[src/rtl/mem_ctrl_pkg.sv]
// Shared definitions for the CPU-to-test-RAM memory controller: op codes,
// controller state encoding and default RAM depth.
package mem_ctrl_pkg;

    localparam int unsigned MEM_DEPTH_DEF = 64;

    localparam logic [1:0] OP_RD  = 2'b00;
    localparam logic [1:0] OP_WR  = 2'b01;
    localparam logic [1:0] OP_ISZ = 2'b10;
    localparam logic [1:0] OP_DSZ = 2'b11;

    typedef enum logic [2:0] {
        ST_IDLE,
        ST_WR,
        ST_RD,
        ST_RDCAP,
        ST_RMW_WR,
        ST_ERR
    } state_e;

endpackage

[src/rtl/mem_bus_ctrl_rmw_alu.sv]
// Combinational increment/decrement unit for ISZ/DSZ, wrapping modulo 2^16.
module rmw_alu (
    input  logic [15:0] operand,
    input  logic        dec,
    output logic [15:0] result,
    output logic        zero
);

    always_comb begin
        result = dec ? (operand - 16'd1) : (operand + 16'd1);
        zero   = (result == '0);
    end

endmodule

[src/rtl/mem_bus_ctrl.sv]
// Sequencing controller between CPU request handshake and single-port test RAM.
// Define MEM_BUS_CTRL_RMW_EN to enable ISZ/DSZ read-modify-write; otherwise ops 10/11 act as reads.
module mem_bus_ctrl
    import mem_ctrl_pkg::*;
#(
    parameter int unsigned MEM_DEPTH = MEM_DEPTH_DEF,
    parameter int unsigned ADDR_W    = 15
) (
    input  logic              test_clk,
    input  logic              test_rst_n,
    input  logic              cpu_req,
    input  logic [1:0]        cpu_op,
    input  logic [ADDR_W-1:0] cpu_addr,
    input  logic [15:0]       cpu_wdata,
    output logic              cpu_ready,
    output logic              cpu_ack,
    output logic [15:0]       cpu_rdata,
    output logic              cpu_skip,
    output logic              cpu_err,
    output logic [ADDR_W-1:0] mem_test_addr,
    output logic              mem_test_we,
    output logic [15:0]       mem_test_wdata,
    input  logic [15:0]       mem_test_rdata
);

    state_e            state_q, state_d;
    logic [ADDR_W-1:0] addr_q, addr_d;
    logic              we_q, we_d;
    logic [15:0]       wdata_q, wdata_d;
    logic              ack_q, ack_d;
    logic [15:0]       rdata_q, rdata_d;
    logic              skip_q, skip_d;
    logic              err_q, err_d;
    logic              in_range;

    assign in_range = (32'(cpu_addr) < MEM_DEPTH);

`ifdef MEM_BUS_CTRL_RMW_EN
    logic [1:0]  op_q, op_d;
    logic        zero_q, zero_d;
    logic [15:0] alu_result;
    logic        alu_zero;
    logic        is_rmw;

    assign is_rmw = (op_q == OP_ISZ) || (op_q == OP_DSZ);

    rmw_alu u_rmw_alu (
        .operand (mem_test_rdata),
        .dec     (op_q == OP_DSZ),
        .result  (alu_result),
        .zero    (alu_zero)
    );
`endif

    always_comb begin
        state_d = state_q;
        addr_d  = addr_q;
        we_d    = 1'b0;
        wdata_d = wdata_q;
        ack_d   = 1'b0;
        rdata_d = rdata_q;
        skip_d  = 1'b0;
        err_d   = 1'b0;
`ifdef MEM_BUS_CTRL_RMW_EN
        op_d    = op_q;
        zero_d  = zero_q;
`endif
        case (state_q)
            ST_IDLE: begin
                if (cpu_req) begin
                    addr_d = cpu_addr;
`ifdef MEM_BUS_CTRL_RMW_EN
                    op_d   = cpu_op;
`endif
                    if (!in_range) begin
                        state_d = ST_ERR;
                    end else if (cpu_op == OP_WR) begin
                        we_d    = 1'b1;
                        wdata_d = cpu_wdata;
                        state_d = ST_WR;
                    end else begin
                        state_d = ST_RD;
                    end
                end
            end
            ST_WR: begin
                ack_d   = 1'b1;
                state_d = ST_IDLE;
            end
            ST_RD: state_d = ST_RDCAP;
            ST_RDCAP: begin
`ifdef MEM_BUS_CTRL_RMW_EN
                if (is_rmw) begin
                    // Address is still held from accept, so write-back hits the same word.
                    wdata_d = alu_result;
                    zero_d  = alu_zero;
                    we_d    = 1'b1;
                    state_d = ST_RMW_WR;
                end else begin
                    rdata_d = mem_test_rdata;
                    ack_d   = 1'b1;
                    state_d = ST_IDLE;
                end
`else
                rdata_d = mem_test_rdata;
                ack_d   = 1'b1;
                state_d = ST_IDLE;
`endif
            end
`ifdef MEM_BUS_CTRL_RMW_EN
            ST_RMW_WR: begin
                rdata_d = wdata_q;
                skip_d  = zero_q;
                ack_d   = 1'b1;
                state_d = ST_IDLE;
            end
`endif
            ST_ERR: begin
                rdata_d = '0;
                err_d   = 1'b1;
                ack_d   = 1'b1;
                state_d = ST_IDLE;
            end
            default: state_d = ST_IDLE;
        endcase
    end

    always_ff @(posedge test_clk or negedge test_rst_n) begin
        if (!test_rst_n) begin
            state_q <= ST_IDLE;
            addr_q  <= '0;
            we_q    <= 1'b0;
            wdata_q <= '0;
            ack_q   <= 1'b0;
            rdata_q <= '0;
            skip_q  <= 1'b0;
            err_q   <= 1'b0;
`ifdef MEM_BUS_CTRL_RMW_EN
            op_q    <= OP_RD;
            zero_q  <= 1'b0;
`endif
        end else begin
            state_q <= state_d;
            addr_q  <= addr_d;
            we_q    <= we_d;
            wdata_q <= wdata_d;
            ack_q   <= ack_d;
            rdata_q <= rdata_d;
            skip_q  <= skip_d;
            err_q   <= err_d;
`ifdef MEM_BUS_CTRL_RMW_EN
            op_q    <= op_d;
            zero_q  <= zero_d;
`endif
        end
    end

    assign cpu_ready      = (state_q == ST_IDLE);
    assign cpu_ack        = ack_q;
    assign cpu_rdata      = rdata_q;
    assign cpu_skip       = skip_q;
    assign cpu_err        = err_q;
    assign mem_test_addr  = addr_q;
    assign mem_test_we    = we_q;
    assign mem_test_wdata = wdata_q;

endmodule

[config.mk]
export PLATFORM = sky130hd
export DESIGN_NAME = mem_bus_ctrl
export DESIGN_NICKNAME = d
export VERILOG_FILES = /design/src/rtl/mem_ctrl_pkg.sv /design/src/rtl/mem_bus_ctrl_rmw_alu.sv /design/src/rtl/mem_bus_ctrl.sv
export SDC_FILE = /design/constraint.sdc
export NUM_CORES = 1
export LEC_CHECK = 0
export ABC_AREA = 0
export CAP_MARGIN = 20
export CORE_ASPECT_RATIO = 1.75
export CORE_UTILIZATION = 41
export DETAILED_ROUTE_END_ITERATION = 8
export PLACE_DENSITY = 0.8
export SYNTH_ARGS = -nofsm -noshare
export SYNTH_HDL_FRONTEND = slang
export SYNTH_SLANG_ARGS = --single-unit
[constraint.sdc]
create_clock -name test_clk -period 2.1 [get_ports test_clk]
set_clock_uncertainty 0.1 [all_clocks]
set_input_delay 0.42 -clock test_clk [delete_from_list [all_inputs] [get_ports test_clk]]
set_output_delay 0.42 -clock test_clk [all_outputs]
set_load 0.05 [all_outputs]
==> results by group <==
Placed design
  • Place WS: -209 ps
  • GPL Wtd Cong: 0.708
  • Placed insts: roughly 320
  • Post-DP HPWL: 3.70 mm
  • IO buf count: just over 100
  • Area post-placement: around 3300 sq um

Clock tree
  • CTS tree: yes
  • Clk pin slew, worst setup/hold paths: 100 ps
  • Clock H-tree levels: 2
  • CTS root buf: clkbuf_8
  • Total CTS buffers: 5
  • Clock sinks: 53
  • Worst skew pair latency: ~300 ps
  • Post-CTS setup buffer count: 0
  • Longest Clk Path Bufs: 2

Route
  • Drt wl/cell: 15.1 um
  • Via density per instance: 5.16
  • Final ANT Viol Nets: 0
  • Drt drc: 5
  • Vias: approximately 1700
  • Pre-antenna DRT Iters: 6
  • Overall routed net length: between 4 and 5 mm
  • Starting DRT DRC Count: 32

Worst setup path
  • CP delay by family, top: buffers and inverters
  • Biggest cell delay along the critical path: 820 ps
  • Critical path type: flip-flop to output pin
  • Worst R2R Setup Slack: 380 ps
  • Buffers and inverters on the worst path: 1
  • Critical Path Fanout Max: 3
  • Data required, critical path: 1580 ps
  • CP max stage cell: clkdlybuf4s50_1
  • WP data arrival: about 1500 ps
  • Worst setup EP type: output pin
  • Startpoint Class: flip-flop
  • CP Cell Sequence: clkdlybuf4s50_1

Logic synthesis
  • Cell count after synthesis: about 170
  • Sequential element share of the synthesized area: 60.2%
  • Synth Warn #: 0
  • Synthesized area per cell: 13.3 sq um
  • Register bit total from synthesis: 53
  • Synthesized area: about 2200 sq um
  • Yosys cell types: 25
  • Syn_nets: ~220

Finish
  • Final core occ: 67.1%
  • Share of cells above drive strength 1: 16.4%
  • Layout Nets: 326
  • Highest-count cells in the layout ignoring fill and taps: clkdlybuf4s50_1, dfrtp_1, mux2_2, nor2b_1
  • Design Area, Final: 3490 sq um
  • Fin cells: 330
  • P&R area growth vs syn: 58.7%
  • Most common cell after layout, fill and taps aside: clkdlybuf4s50_1
  • Antenna diodes: 0

Pwr
  • Clock Power Share: 26.5%
  • Pwr Total: 3.07 mW
  • Cell Int Power: between 2 and 2.5 mW
  • Power Density: between 800 and 900 nW/um^2
  • Net Switching: 1.03 mW
  • Flop pwr share: 39.6%
  • VDD IR max: 605 uV
  • Static leakage: between 1 and 1.5 nW
  • Logic gate share of total power: 33.9%
  • Switch share: 33.4%

Timing
  • Min Hold Slack: 391 ps
  • Final WS setup: 67.2 ps
  • Tcrit/Tclk final: a little over nine tenths
  • Slew margin rel.: 59.5%
  • Setup TNS: 0 ps
  • Fin. max-slew vios: 0
  • Slew @ Worst Pin: 607 ps
  • Count of final setup violators: 0
  • Final hold vios: 0
  • RSZ-0062 raised after global routing: no
  • Fin crit period: 2030 ps
  • Fmax: 0.492 GHz

Run
  • MaxCap Viol Count: 0

Floorplanning
  • Initial Utilization: a little over two fifths
  • Die height: slightly below 100 um
  • Die area: 5680 sq um
  • Core ar.: 5210 sq um
  • Die Wd: 57.4 um
  • I/O pins: 104
  • Row Count: 35

Status
  • Status: finished, violations left
  • Failing checks: DRC

Global route
  • Initial antenna violation count: 0
  • First-pass GRT wire length: 8.17 mm
  • Vias in the first global route: approximately 1800
  • Largest net degree at the start of global routing: 33
  • All-layer global routing usage: a little under a fifth
  • GR Overflow Total: 0

Min path
  • HP Class: flip-flop to flip-flop
## layout make-up
cell class | instances | area (sq um)
sequential | 53 | 1330
timing repair buffer | 114 | 1140
inverter | 1 | 3.75
clock inverter | 3 | 68.8
fill | 380 | 1720
clock buffer | 5 | 68.8
multi-input combinational | 99 | 815
tap | 55 | 68.8
## path summary, 6_finish.rpt
kind,startpoint,end,cells past startpoint
worst max-delay path,cpu_rdata[11],cpu_rdata[11],1
worst min-delay path,mem_test_wdata[14],mem_test_wdata[14],1
worst max register to register,state_q[0],mem_test_wdata[5],4
worst min register to register,mem_test_wdata[14],mem_test_wdata[14],1
max in group asynchronous,test_rst_n,mem_test_wdata[5],3
min in group asynchronous,test_rst_n,mem_test_wdata[12],2
## kinds of logic after synthesis
group                  after synthesis  synth area share, %
flip-flops                          53                 60.2
AO/OA/AOI/OAI                       34                 10.8
multiplexers                        31                 15.9
AND/OR/NAND/NOR                     33                 9.94
buffers and inverters               13                 3.01
other                                1                0.170
## power groups by stage
stage | sequential, mW | combinational, mW | clock (mW)
3_3_place_gp | 1.23 | 1.04 | 0
3_5_place_dp | 1.24 | 1.05 | 0
5_1_grt | 1.23 | 1.09 | 0.887
4_1_cts | 1.22 | 1.05 | 0.843
6_report | 1.22 | 1.04 | 0.813
2_1_floorplan | 1.65 | 0.209 | 0
## flip-flops by register name (all words and copies together) (netlist names)
name,flops
state_q,3
mem_test_wdata,16
mem_test_addr,15
mem_test_we,1
cpu_ack,1
cpu_rdata,16
cpu_err,1
## layer usage
| metal | share of wire [%] | vias up | global-route usage (%) |
|---|---|---|---|
| li1 | - | 805 | - |
| met1 | 36 | 819 | 20.6 |
| met2 | 55 | 67 | 32.8 |
| met3 | 6.3 | 12 | 4.72 |
| met4 | 2.4 | 0 | 9.57 |
| met5 | 0 | - | 0 |
## synth_stat cells
master / instances / area [sq um]
dfrtp_1: 53 / 1330
mux2_1: 9 / 101
and3_1: 1 / 6.26
mux2_2: 22 / 248
buf_4: 2 / 15.0
a41oi_1: 1 / 8.76
nand2_1: 2 / 7.51
a2111oi_0: 1 / 8.76
nor4b_1: 1 / 8.76
conb_1: 1 / 3.75
buf_2: 2 / 10.0
clkbuf_1: 7 / 26.3
and3b_1: 1 / 8.76
nor4b_4: 1 / 23.8
o2bb2ai_1: 16 / 140
nand2b_1: 1 / 6.26
a21oi_1: 16 / 80.1
nor4_1: 2 / 12.5
buf_6: 1 / 11.3
and4_1: 1 / 8.76
inv_1: 1 / 3.75
nor2b_1: 18 / 113
nor3_1: 2 / 10.0
and2_1: 1 / 6.26
nor2_1: 2 / 7.51
## what timing repair did
action,4_1_cts,5_1_grt
hold buffers,1,0
gates resized for setup,0,0
endpoints found under the hold margin,21,0
(Power assumes the default switching activity.)
